[src/rtl/bio_hdx_link.sv]
// Half-duplex single-wire initiator: sends a request byte, then releases the wire and receives a response byte.
// Define BIO_HDX_PARITY_EN to add an even-parity bit after the data bits in both directions.
module bio_hdx_link #(
  parameter int unsigned BIT_CYCLES   = 16,
  parameter int unsigned GUARD_CYCLES = 2,
  parameter int unsigned TIMEOUT_BITS = 32
) (
  input  logic       sys_clk,
  input  logic       rst_n,
  input  logic [7:0] tx_data,
  input  logic       tx_valid,
  output logic       tx_ready,
  output logic [7:0] rx_data,
  output logic       rx_valid,
  output logic       rx_timeout,
  output logic       rx_frame_err,
  output logic       bus_oe,
  output logic       bus_out,
  input  logic       bus_in
);

`ifdef BIO_HDX_PARITY_EN
  localparam int unsigned NBITS = 9;
`else
  localparam int unsigned NBITS = 8;
`endif
  localparam int unsigned LIMIT = TIMEOUT_BITS * BIT_CYCLES;
  localparam int unsigned CMAX  = (BIT_CYCLES > GUARD_CYCLES) ? BIT_CYCLES : GUARD_CYCLES;
  localparam int unsigned CW    = $clog2(CMAX);
  localparam int unsigned TW    = $clog2(LIMIT + 1);
  localparam int unsigned IW    = $clog2(NBITS);

  typedef enum logic [3:0] {
    IDLE, TX_START, TX_DATA, TX_STOP, TURN, RX_WAIT, RX_START, RX_DATA, RX_STOP
  } state_t;

  state_t           state;
  logic [CW-1:0]    cnt;
  logic [IW-1:0]    bit_idx;
  logic [NBITS-1:0] tx_shift;
  logic [NBITS-1:0] rx_shift;
  logic [TW-1:0]    tcnt;
  logic             s1, s2, s3;
  logic             bit_end, fall, par_ok;

  always_comb begin
    bit_end = (cnt == CW'(BIT_CYCLES - 1));
    fall    = s3 & ~s2;
`ifdef BIO_HDX_PARITY_EN
    par_ok  = (rx_shift[8] == ^rx_shift[7:0]);
`else
    par_ok  = 1'b1;
`endif
  end

  // s3 is the previous synchronized level, used only for falling-edge detection
  always_ff @(posedge sys_clk or negedge rst_n) begin
    if (!rst_n) begin
      s1 <= 1'b1;
      s2 <= 1'b1;
      s3 <= 1'b1;
    end else begin
      s1 <= bus_in;
      s2 <= s1;
      s3 <= s2;
    end
  end

  always_ff @(posedge sys_clk or negedge rst_n) begin
    if (!rst_n) begin
      state        <= IDLE;
      cnt          <= '0;
      bit_idx      <= '0;
      tx_shift     <= '0;
      rx_shift     <= '0;
      tcnt         <= '0;
      tx_ready     <= 1'b1;
      rx_data      <= '0;
      rx_valid     <= 1'b0;
      rx_timeout   <= 1'b0;
      rx_frame_err <= 1'b0;
      bus_oe       <= 1'b0;
      bus_out      <= 1'b1;
    end else begin
      rx_valid     <= 1'b0;
      rx_timeout   <= 1'b0;
      rx_frame_err <= 1'b0;
      case (state)
        IDLE: begin
          // ready returns one cycle after the result pulse
          if (!tx_ready) begin
            tx_ready <= 1'b1;
          end else if (tx_valid) begin
`ifdef BIO_HDX_PARITY_EN
            tx_shift <= {^tx_data, tx_data};
`else
            tx_shift <= tx_data;
`endif
            tx_ready <= 1'b0;
            bus_oe   <= 1'b1;
            bus_out  <= 1'b0;
            cnt      <= '0;
            state    <= TX_START;
          end
        end
        TX_START: begin
          if (bit_end) begin
            cnt      <= '0;
            bit_idx  <= '0;
            bus_out  <= tx_shift[0];
            tx_shift <= tx_shift >> 1;
            state    <= TX_DATA;
          end else begin
            cnt <= cnt + 1'b1;
          end
        end
        TX_DATA: begin
          if (bit_end) begin
            cnt <= '0;
            if (bit_idx == IW'(NBITS - 1)) begin
              bus_out <= 1'b1;
              state   <= TX_STOP;
            end else begin
              bus_out  <= tx_shift[0];
              tx_shift <= tx_shift >> 1;
              bit_idx  <= bit_idx + 1'b1;
            end
          end else begin
            cnt <= cnt + 1'b1;
          end
        end
        TX_STOP: begin
          if (bit_end) begin
            cnt     <= '0;
            bus_oe  <= 1'b0;
            bus_out <= 1'b1;
            state   <= TURN;
          end else begin
            cnt <= cnt + 1'b1;
          end
        end
        TURN: begin
          if (cnt == CW'(GUARD_CYCLES - 1)) begin
            tcnt  <= '0;
            state <= RX_WAIT;
          end else begin
            cnt <= cnt + 1'b1;
          end
        end
        RX_WAIT: begin
          if (fall) begin
            cnt   <= '0;
            state <= RX_START;
          end else if (tcnt >= TW'(LIMIT - 1)) begin
            rx_timeout <= 1'b1;
            state      <= IDLE;
          end else begin
            tcnt <= tcnt + 1'b1;
          end
        end
        RX_START: begin
          // a start bit no longer low at its midpoint is a glitch; tcnt keeps its value
          if (cnt == CW'(BIT_CYCLES / 2 - 1)) begin
            cnt <= '0;
            if (!s2) begin
              bit_idx <= '0;
              state   <= RX_DATA;
            end else begin
              state <= RX_WAIT;
            end
          end else begin
            cnt <= cnt + 1'b1;
          end
        end
        RX_DATA: begin
          if (bit_end) begin
            cnt      <= '0;
            rx_shift <= {s2, rx_shift[NBITS-1:1]};
            if (bit_idx == IW'(NBITS - 1)) state <= RX_STOP;
            else bit_idx <= bit_idx + 1'b1;
          end else begin
            cnt <= cnt + 1'b1;
          end
        end
        RX_STOP: begin
          if (bit_end) begin
            cnt <= '0;
            if (s2 && par_ok) begin
              rx_data  <= rx_shift[7:0];
              rx_valid <= 1'b1;
            end else begin
              rx_frame_err <= 1'b1;
            end
            state <= IDLE;
          end else begin
            cnt <= cnt + 1'b1;
          end
        end
        default: state <= IDLE;
      endcase
    end
  end

endmodule

[config.mk]
export PLATFORM = sky130hd
export DESIGN_NAME = bio_hdx_link
export DESIGN_NICKNAME = d
export VERILOG_FILES = /design/src/rtl/bio_hdx_link.sv
export SDC_FILE = /design/constraint.sdc
export NUM_CORES = 1
export LEC_CHECK = 0
export CELL_PAD_IN_SITES_DETAIL_PLACEMENT = 1
export CELL_PAD_IN_SITES_GLOBAL_PLACEMENT = 1
export CORE_MARGIN = 5
export CORE_UTILIZATION = 48
export CTS_CLUSTER_SIZE = 24
export DETAILED_ROUTE_END_ITERATION = 10
export PLACE_DENSITY = 0.93
export SETUP_SLACK_MARGIN = 0.5
export SLEW_MARGIN = 10
export SYNTH_ARGS = -nofsm -noshare
export SYNTH_HDL_FRONTEND = slang
export SYNTH_SLANG_ARGS = --single-unit
export TNS_END_PERCENT = 100
[constraint.sdc]
create_clock -name sys_clk -period 6 [get_ports sys_clk]
set_input_delay 1.5 -clock sys_clk [delete_from_list [all_inputs] [get_ports sys_clk]]
set_output_delay 1.5 -clock sys_clk [all_outputs]
set_load 0.03 [all_outputs]
==> summary.md, run 1 <==
| Metric | Value |
|---|---|
| Largest net degree at the start of global routing | `55` |
| Wire length per cell | `18.5 um` |
| Async set-or-reset flop fraction in the synthesized netlist | `1.00` |
| # IOs | `26` |
| Total Routing Usage GR | `0.198` |
| Cell family with most CP delay | `buffers and inverters` |
| Crit path depth | `1` |
| Layout Utilization | `0.569` |
| RR Endpoint | `tcnt[1]` |
| Number of DRC markers in iteration 0 | `167` |
| Final Skew | `10.6 ps` |
| Vias in the first global route | `2266` |
| Syn_area_per_cell | `10.4 um2` |
| Total CTS buffers | `5` |
| Final instance area | `3190 um2` |
| PortBufs | `25` |
| Critical R2R Launch | `state[0]` |
| Post-Layout Cell Count | `365` |
| DP Area | `3100 um2` |
| Leakage | `1.42 nW` |
| R2R Setup Slk | `3590 ps` |
| Start point of the critical path | `tx_ready` |
| CTS max path bufs | `2` |
| Layout cells sized above 1 | `0.150` |
| Post-synth EDFFs | `0` |
| First-pass GRT wire length | `11.7 mm` |
| Setup TNS | `0 ps` |
| Core Box Area | `5610 um2` |
| Routed Antenna Nets | `0` |
| CTS tree | `built` |
| Top FF cell, synth | `dfrtp_1` |
| Initial antenna violation count | `0` |
| Clock transition at path regs | `100 ps` |
| # H-tree levels | `2` |
| FP Rows | `27` |
| Crit path time final | `3070 ps` |
| Critical path destination | `tx_ready` |
| Setup bufs post-CTS | `0` |
| CP max stage cell | `clkdlybuf4s50_1` |
| Yosys cell types | `53` |
| Setup-failing EPs final | `0` |
| Placement Setup Slack | `2740 ps` |
| Root buffer cell | `clkbuf_8` |
| # hold bufs at CTS | `0` |
| Cell Area, Synth | `2810 um2` |
| Pwr Total | `597 uW` |
| Crit Path Max Fanout | `5` |
| Placer Congestion | `0.785` |
| Final slew viol count | `0` |
| Pwr dens | `187 nW/um2` |
| Vias/cell | `5.92` |
| Area growth from synthesis to layout | `13.4%` |
| Multi-input logic area | `1360 um2` |
| Seq. cell area | `1360 um2` |
| WP buf/inv | `1` |
| Inst Count DP | `357` |
| Relative slew slack | `0.462` |
| Final WS setup | `2930 ps` |
| Post-detail-place hpwl | `4.69 mm` |
| Worst EP required | `4500 ps` |
| RSZ-0062 raised after global routing | `no` |
| FF-to-FF path depth | `5` |
| Min-Delay Path Class | `flop to flop` |
| Count of final hold-check violations | `0` |
| Critical path, cell by cell | `clkdlybuf4s50_1` |
| Critical path launch point type | `flop` |
| Final Routed Wirelength | `6.75 mm` |
| Antenna fix cells | `0` |
| Arr. time, crit path | `1570 ps` |
| TritonRoute pass-1 iters | `5` |
| Cells after Synth | `271` |
| Final nets | `309` |
| Min Hold Slack | `363 ps` |
| CP max stage delay | `680 ps` |
| Period utilization | `0.511` |
| Global route total overflow | `0` |
| Worst Setup End Kind | `primary output` |
| Post-cts sizing count | `0` |
| Measured slew at the worst slew-check pin | `807 ps` |
| Mapped Nets | `288` |
| Vias | `2162` |
| Die height | `86.6 um` |
| Max Cap Viol | `0` |
| Starting Density | `0.502` |
| Status | `complete, no violations` |
| DIE AREA | `7490 um2` |
| Register area share after synthesis | `0.482` |
| Clock Latency Late Sink | `320 ps` |
| FF+latch count, synth | `54` |
| Syn. warnings | `0` |
| Width of the die | `86.6 um` |
| WS Path Type | `flop to primary output` |
| Fmax | `0.326 GHz` |
| Peak VDD IR | `0.120 mV` |
| Fill cell count | `642` |
| DRC errors left | `0` |
| Clock sink count | `54` |
==> cell families (layout without fill, tap and decap cells) <==
group | after synthesis | in the layout | synth area share
and+or+nand+nor | 94 | 94 | 0.184
muxes | 29 | 29 | 0.111
buffers and inverters | 21 | 43 | 0.0329
xor gates and xnor gates | 8 | 8 | 0.0249
AOI/OAI and AO/OA | 59 | 59 | 0.139
DFF | 54 | 54 | 0.482
adders and majority gates | 6 | 6 | 0.0258
==> area by class of cell <==
class                           instances  area share
Timing Repair Buffer                   27      0.0815
Clock inverter                          2     0.00549
Clock buffer                            6      0.0227
Inverter                                8     0.00941
Tap cell                               72      0.0282
Sequential cell                        54       0.425
Multi-Input combinational cell        196       0.427
==> routing by layer <==
| layer | GRT usage | up-vias | share of wire |
|---|---|---|---|
| met1 | 0.259 | 1090 | 0.43 |
| met4 | 0.0637 | 0 | 0.015 |
| met2 | 0.332 | 50 | 0.52 |
| met3 | 0.0371 | 9 | 0.035 |
| li1 | - | 1013 | - |
| met5 | 0 | - | 0 |
==> layout by cell type, fill, tap and decap left out, types with 2 or more instances in the layout <==
master | Yosys | final
o21ai_1 | 2 | 2
o22ai_2 | 2 | 2
and4_1 | 2 | 2
nand4_1 | 4 | 4
mux2i_1 | 11 | 11
a211o_1 | 2 | 2
o21ai_0 | 8 | 8
buf_4 | 0 | 2
nor2b_1 | 2 | 2
dfstp_2 | 5 | 5
a31oi_1 | 9 | 9
a41oi_1 | 2 | 2
o22ai_1 | 4 | 4
a21oi_1 | 17 | 17
nor3_1 | 4 | 4
nand2_1 | 17 | 17
a21o_1 | 2 | 2
or3b_2 | 2 | 2
xor2_1 | 7 | 7
nor2_1 | 22 | 22
nand3b_1 | 3 | 3
nand2b_1 | 7 | 7
dfrtp_1 | 49 | 49
ha_1 | 5 | 5
mux2_2 | 17 | 17
nand3_1 | 12 | 12
and3_1 | 5 | 5
clkdlybuf4s50_1 | 0 | 24
o31ai_1 | 2 | 2
clkbuf_8 | 0 | 5
nor3b_1 | 2 | 2
and2_1 | 4 | 4
inv_1 | 8 | 8
==> report_power, final <==
group | internal [mW] | switching (mW) | leakage [nW]
clock | 0.0850 | 0.128 | 0.0458
sequential | 0.366 | 0.000905 | 0.702
combinational | 0.00752 | 0.00933 | 0.669
total | 0.458 | 0.139 | 1.42
==> how the worst min path moves through the flow <==
stage               depth (start not counted)  endpoint  from
floorplan                                   0        s2    s1
global placement                            0        s2    s1
detailed placement                          0        s2    s1
CTS                                         0        s2    s1
global route                                0        s2    s1
finish                                      0        s2    s1
==> registers in the layout (all words and copies together) (netlist names), 3 cells and up <==
name	flops
rx_data	8
state	4
bit_idx	3
tcnt	10
rx_shift	8
tx_shift	8
cnt	4
==> Yosys cell counts, drive strengths merged (2+ instances only) <==
master / number / area [um2]
nor2: 22 / 82.6
or3b: 3 / 26.3
xor2: 7 / 61.3
nand4: 4 / 25.0
and3: 5 / 31.3
buf: 6 / 36.3
mux2: 18 / 203
o31ai: 2 / 15.0
nand2b: 7 / 43.8
inv: 8 / 30.0
a41oi: 3 / 33.8
mux2i: 11 / 110
o21ai: 10 / 50.1
dfstp: 5 / 131
clkbuf: 7 / 26.3
a21o: 2 / 15.0
nor2b: 2 / 12.5
nand3: 12 / 60.1
nor3b: 3 / 33.8
nand2: 17 / 63.8
a21oi: 18 / 93.8
o22ai: 6 / 50.0
nand3b: 3 / 22.5
ha: 5 / 62.6
a31oi: 9 / 56.3
a211o: 2 / 17.5
and2: 4 / 25.0
and4: 2 / 17.5
dfrtp: 49 / 1230
nor3: 5 / 30.0
Power figures use the tool's default switching activity.
==> run 2, diff against run 1 <==
--- a/config.mk
+++ b/config.mk
@@ -8,10 +8,10 @@
 export CELL_PAD_IN_SITES_DETAIL_PLACEMENT = 1
 export CELL_PAD_IN_SITES_GLOBAL_PLACEMENT = 1
 export CORE_MARGIN = 5
-export CORE_UTILIZATION = 48
+export CORE_UTILIZATION = 41
 export CTS_CLUSTER_SIZE = 24
 export DETAILED_ROUTE_END_ITERATION = 10
-export PLACE_DENSITY = 0.93
+export PLACE_DENSITY = 0.85
 export SETUP_SLACK_MARGIN = 0.5
 export SLEW_MARGIN = 10
 export SYNTH_ARGS = -nofsm -noshare
==> constraint.sdc (replaced) <==
create_clock -name sys_clk -period 2.65 [get_ports sys_clk]
set_input_delay 0.6625 -clock sys_clk [delete_from_list [all_inputs] [get_ports sys_clk]]
set_output_delay 0.6625 -clock sys_clk [all_outputs]
set_load 0.03 [all_outputs]
==> run 2 against run 1 <==
Net effect:
- sequential share of layout area shrank 1.6 points
- count of clock-buffer cells in the layout is the same
- core utilization shrank 7.5 points
- critical path depth grew 6
- die area grew 15%
- sequential cell count is the same
- largest cell class unchanged
- sequential power grew 130%
==> summary.md, run 2 (synthesis results as in run 1) <==
| Metric | Value |
|---|---|
| First-pass GRT wire length | `11.5 mm` |
| Max reg flops | `10` |
| Antenna fix cells | `0` |
| Vias | `2181` |
| Met1 Use GR | `0.190` |
| Total CTS buffers | `5` |
| Grt peak-use layer | `met2` |
| Final nets | `319` |
| Part of the power in the clock network | `0.359` |
| Clock Latency Late Sink | `320 ps` |
| FP Rows | `30` |
| Wire length per cell | `17.3 um` |
| Peak VDD IR | `0.220 mV` |
| Min-Delay Path Class | `flop to flop` |
| TritonRoute pass-1 iters | `4` |
| CP max stage cell | `or3_4` |
| Leakage | `1.48 nW` |
| Sequential share of power | `0.613` |
| Hold Crit Endpoint | `s2` |
| Logic pwr share | `0.028` |
| Hold path startpoint | `s1` |
| Post-detail-place hpwl | `4.61 mm` |
| Most common cell after layout, fill and taps aside | `dfrtp_1` |
| Clock transition at path regs | `110 ps` |
| Starting Density | `0.419` |
| Core Box Area | `6720 um2` |
| Arr. time, crit path | `2340 ps` |
| Measured slew at the worst slew-check pin | `690 ps` |
| Sw frac | `0.233` |
| Most flops, register | `tcnt` |
| # hold bufs at CTS | `0` |
| # IOs | `26` |
| Crit Path Max Fanout | `6` |
| Status | `complete, no violations` |
| Pwr dens | `408 nW/um2` |
| PortBufs | `25` |
| Final slew viol count | `0` |
| DIE AREA | `8620 um2` |
| Worst Setup End Kind | `flop` |
| # H-tree levels | `2` |
| Critical path launch point type | `flop` |
| Met2 Track Usage GR | `0.301` |
| CP max stage delay | `420 ps` |
| Layout cells sized above 1 | `0.201` |
| Final Routed Wirelength | `6.62 mm` |
| Worst EP required | `2860 ps` |
| Width of the die | `92.8 um` |
| WS Path Type | `flop to flop` |
| Number of DRC markers in iteration 0 | `131` |
| Met3 global-route usage | `0.0374` |
| Period utilization | `0.804` |
| Final Skew | `14.7 ps` |
| Setup-failing EPs final | `0` |
| Die height | `92.8 um` |
| Critical path, cell by cell | `ha_1, ha_4, nand2b_1, o22ai_1, a41oi_1, or3_4, mux2_1` |
| Fmax | `0.470 GHz` |
| Count of final hold-check violations | `0` |
| Clock sink count | `54` |
| Pwr Total | `1.35 mW` |
| Max Cap Viol | `0` |
| Largest net degree at the start of global routing | `55` |
| WP buf/inv | `0` |
| Vias/cell | `5.69` |
| Root buffer cell | `clkbuf_8` |
| Vias in the first global route | `2450` |
| RSZ-0062 raised after global routing | `yes` |
| Fill cell count | `745` |
| WHS Path Cells | `0` |
| DRC errors left | `0` |
| Area growth from synthesis to layout | `18.1%` |
| Commonest non-fill, non-tap cells in the layout | `47 x dfrtp_1, 22 x nor2_1, 22 x clkdlybuf4s50_1` |
| FF-to-FF path depth | `7` |
| Routed Antenna Nets | `0` |
| Setup TNS | `0 ps` |
| Pint | `1.04 mW` |
| Critical R2R Launch | `bit_idx[0]` |
| CTS tree | `built` |
| Initial antenna violation count | `0` |
| Global route total overflow | `0` |
| Placer Congestion | `0.773` |
| Cell family with most CP delay | `simple AND/OR/NAND/NOR gates` |
| Relative slew slack | `0.540` |
| CTS max path bufs | `2` |
| Total Routing Usage GR | `0.162` |
| Layout Utilization | `0.495` |
| R2R Setup Slk | `520 ps` |
| RR Endpoint | `bit_idx[0]` |
| P_sw | `315 uW` |
| Crit path time final | `2130 ps` |
## run 2: cell types whose count changed in the layout (fill, tap and decap cells not counted), moves of 2 or more
cell	before	now
clkdlybuf4s50_1	24	22
dfrtp_1	49	47
buf_4	2	11
dlygate4sd2_1	0	2
dfrtp_2	0	2
## run 2: routing by layer
metal  routed length [um]  up-vias
met5                    0        -
met3                  250       10
met1                 2860     1094
li1                     -     1035
met4                   60        0
met2                 3460       42
## run 2: area by class of cell
| type | instances | area, um2 | area share |
|---|---|---|---|
| Timing Repair Buffer | 37 | 345 | 0.104 |
| Clock inverter | 2 | 17.5 | 0.00527 |
| Sequential cell | 54 | 1360 | 0.409 |
| Multi-Input combinational cell | 196 | 1400 | 0.421 |
| Inverter | 8 | 30.0 | 0.00904 |
| Tap cell | 80 | 100 | 0.0301 |
| Clock buffer | 6 | 72.6 | 0.0218 |
## run 2: timing repair
item	4_1_cts	5_1_grt
pin swaps	0	2
setup buffers	0	2
resized for setup	4	7
endpoints found under the hold margin	0	0
endpoints found under the setup margin	4	27
## run 2: worst max path at each step
stage / startpoint / to / slack, ps / cells after the start
floorplan: bit_idx[0] / bit_idx[0] / 610 / 7
global placement: tx_valid / tx_shift[7] / 340 / 6
detailed placement: tx_valid / tx_shift[7] / 290 / 6
CTS: bit_idx[0] / bit_idx[0] / 420 / 7
global route: bit_idx[0] / bit_idx[0] / 450 / 7
finish: bit_idx[0] / bit_idx[0] / 520 / 7
## run 2: power groups by stage
stage	logic, mW	registers [mW]	clock network (mW)
floorplan	0.00441	0.845	0
global placement	0.0388	0.846	0
detailed placement	0.0400	0.846	0
CTS	0.0400	0.830	0.503
global route	0.0431	0.831	0.543
finish	0.0381	0.830	0.486
## run 2: worst reg2reg max path, cell delays in order, from the launching register on
cell and delay, ps:
dfrtp_1 410, ha_1 240, ha_4 190, nand2b_1 140, o22ai_1 160, a41oi_1 140, or3_4 420, mux2_1 320
## run 2: through the flow
step | cell area (um2) | setup slack, ps | hold slack, ps | std cells
after CTS | 3270 | 424 | 368 | 381
after global routing | 3320 | 454 | 372 | 383
after global placement | 3170 | 338 | 348 | 373
after floorplan | 2810 | 615 | 345 | 271
final | 3320 | 520 | 367 | 383
after detailed placement | 3170 | 287 | 352 | 373
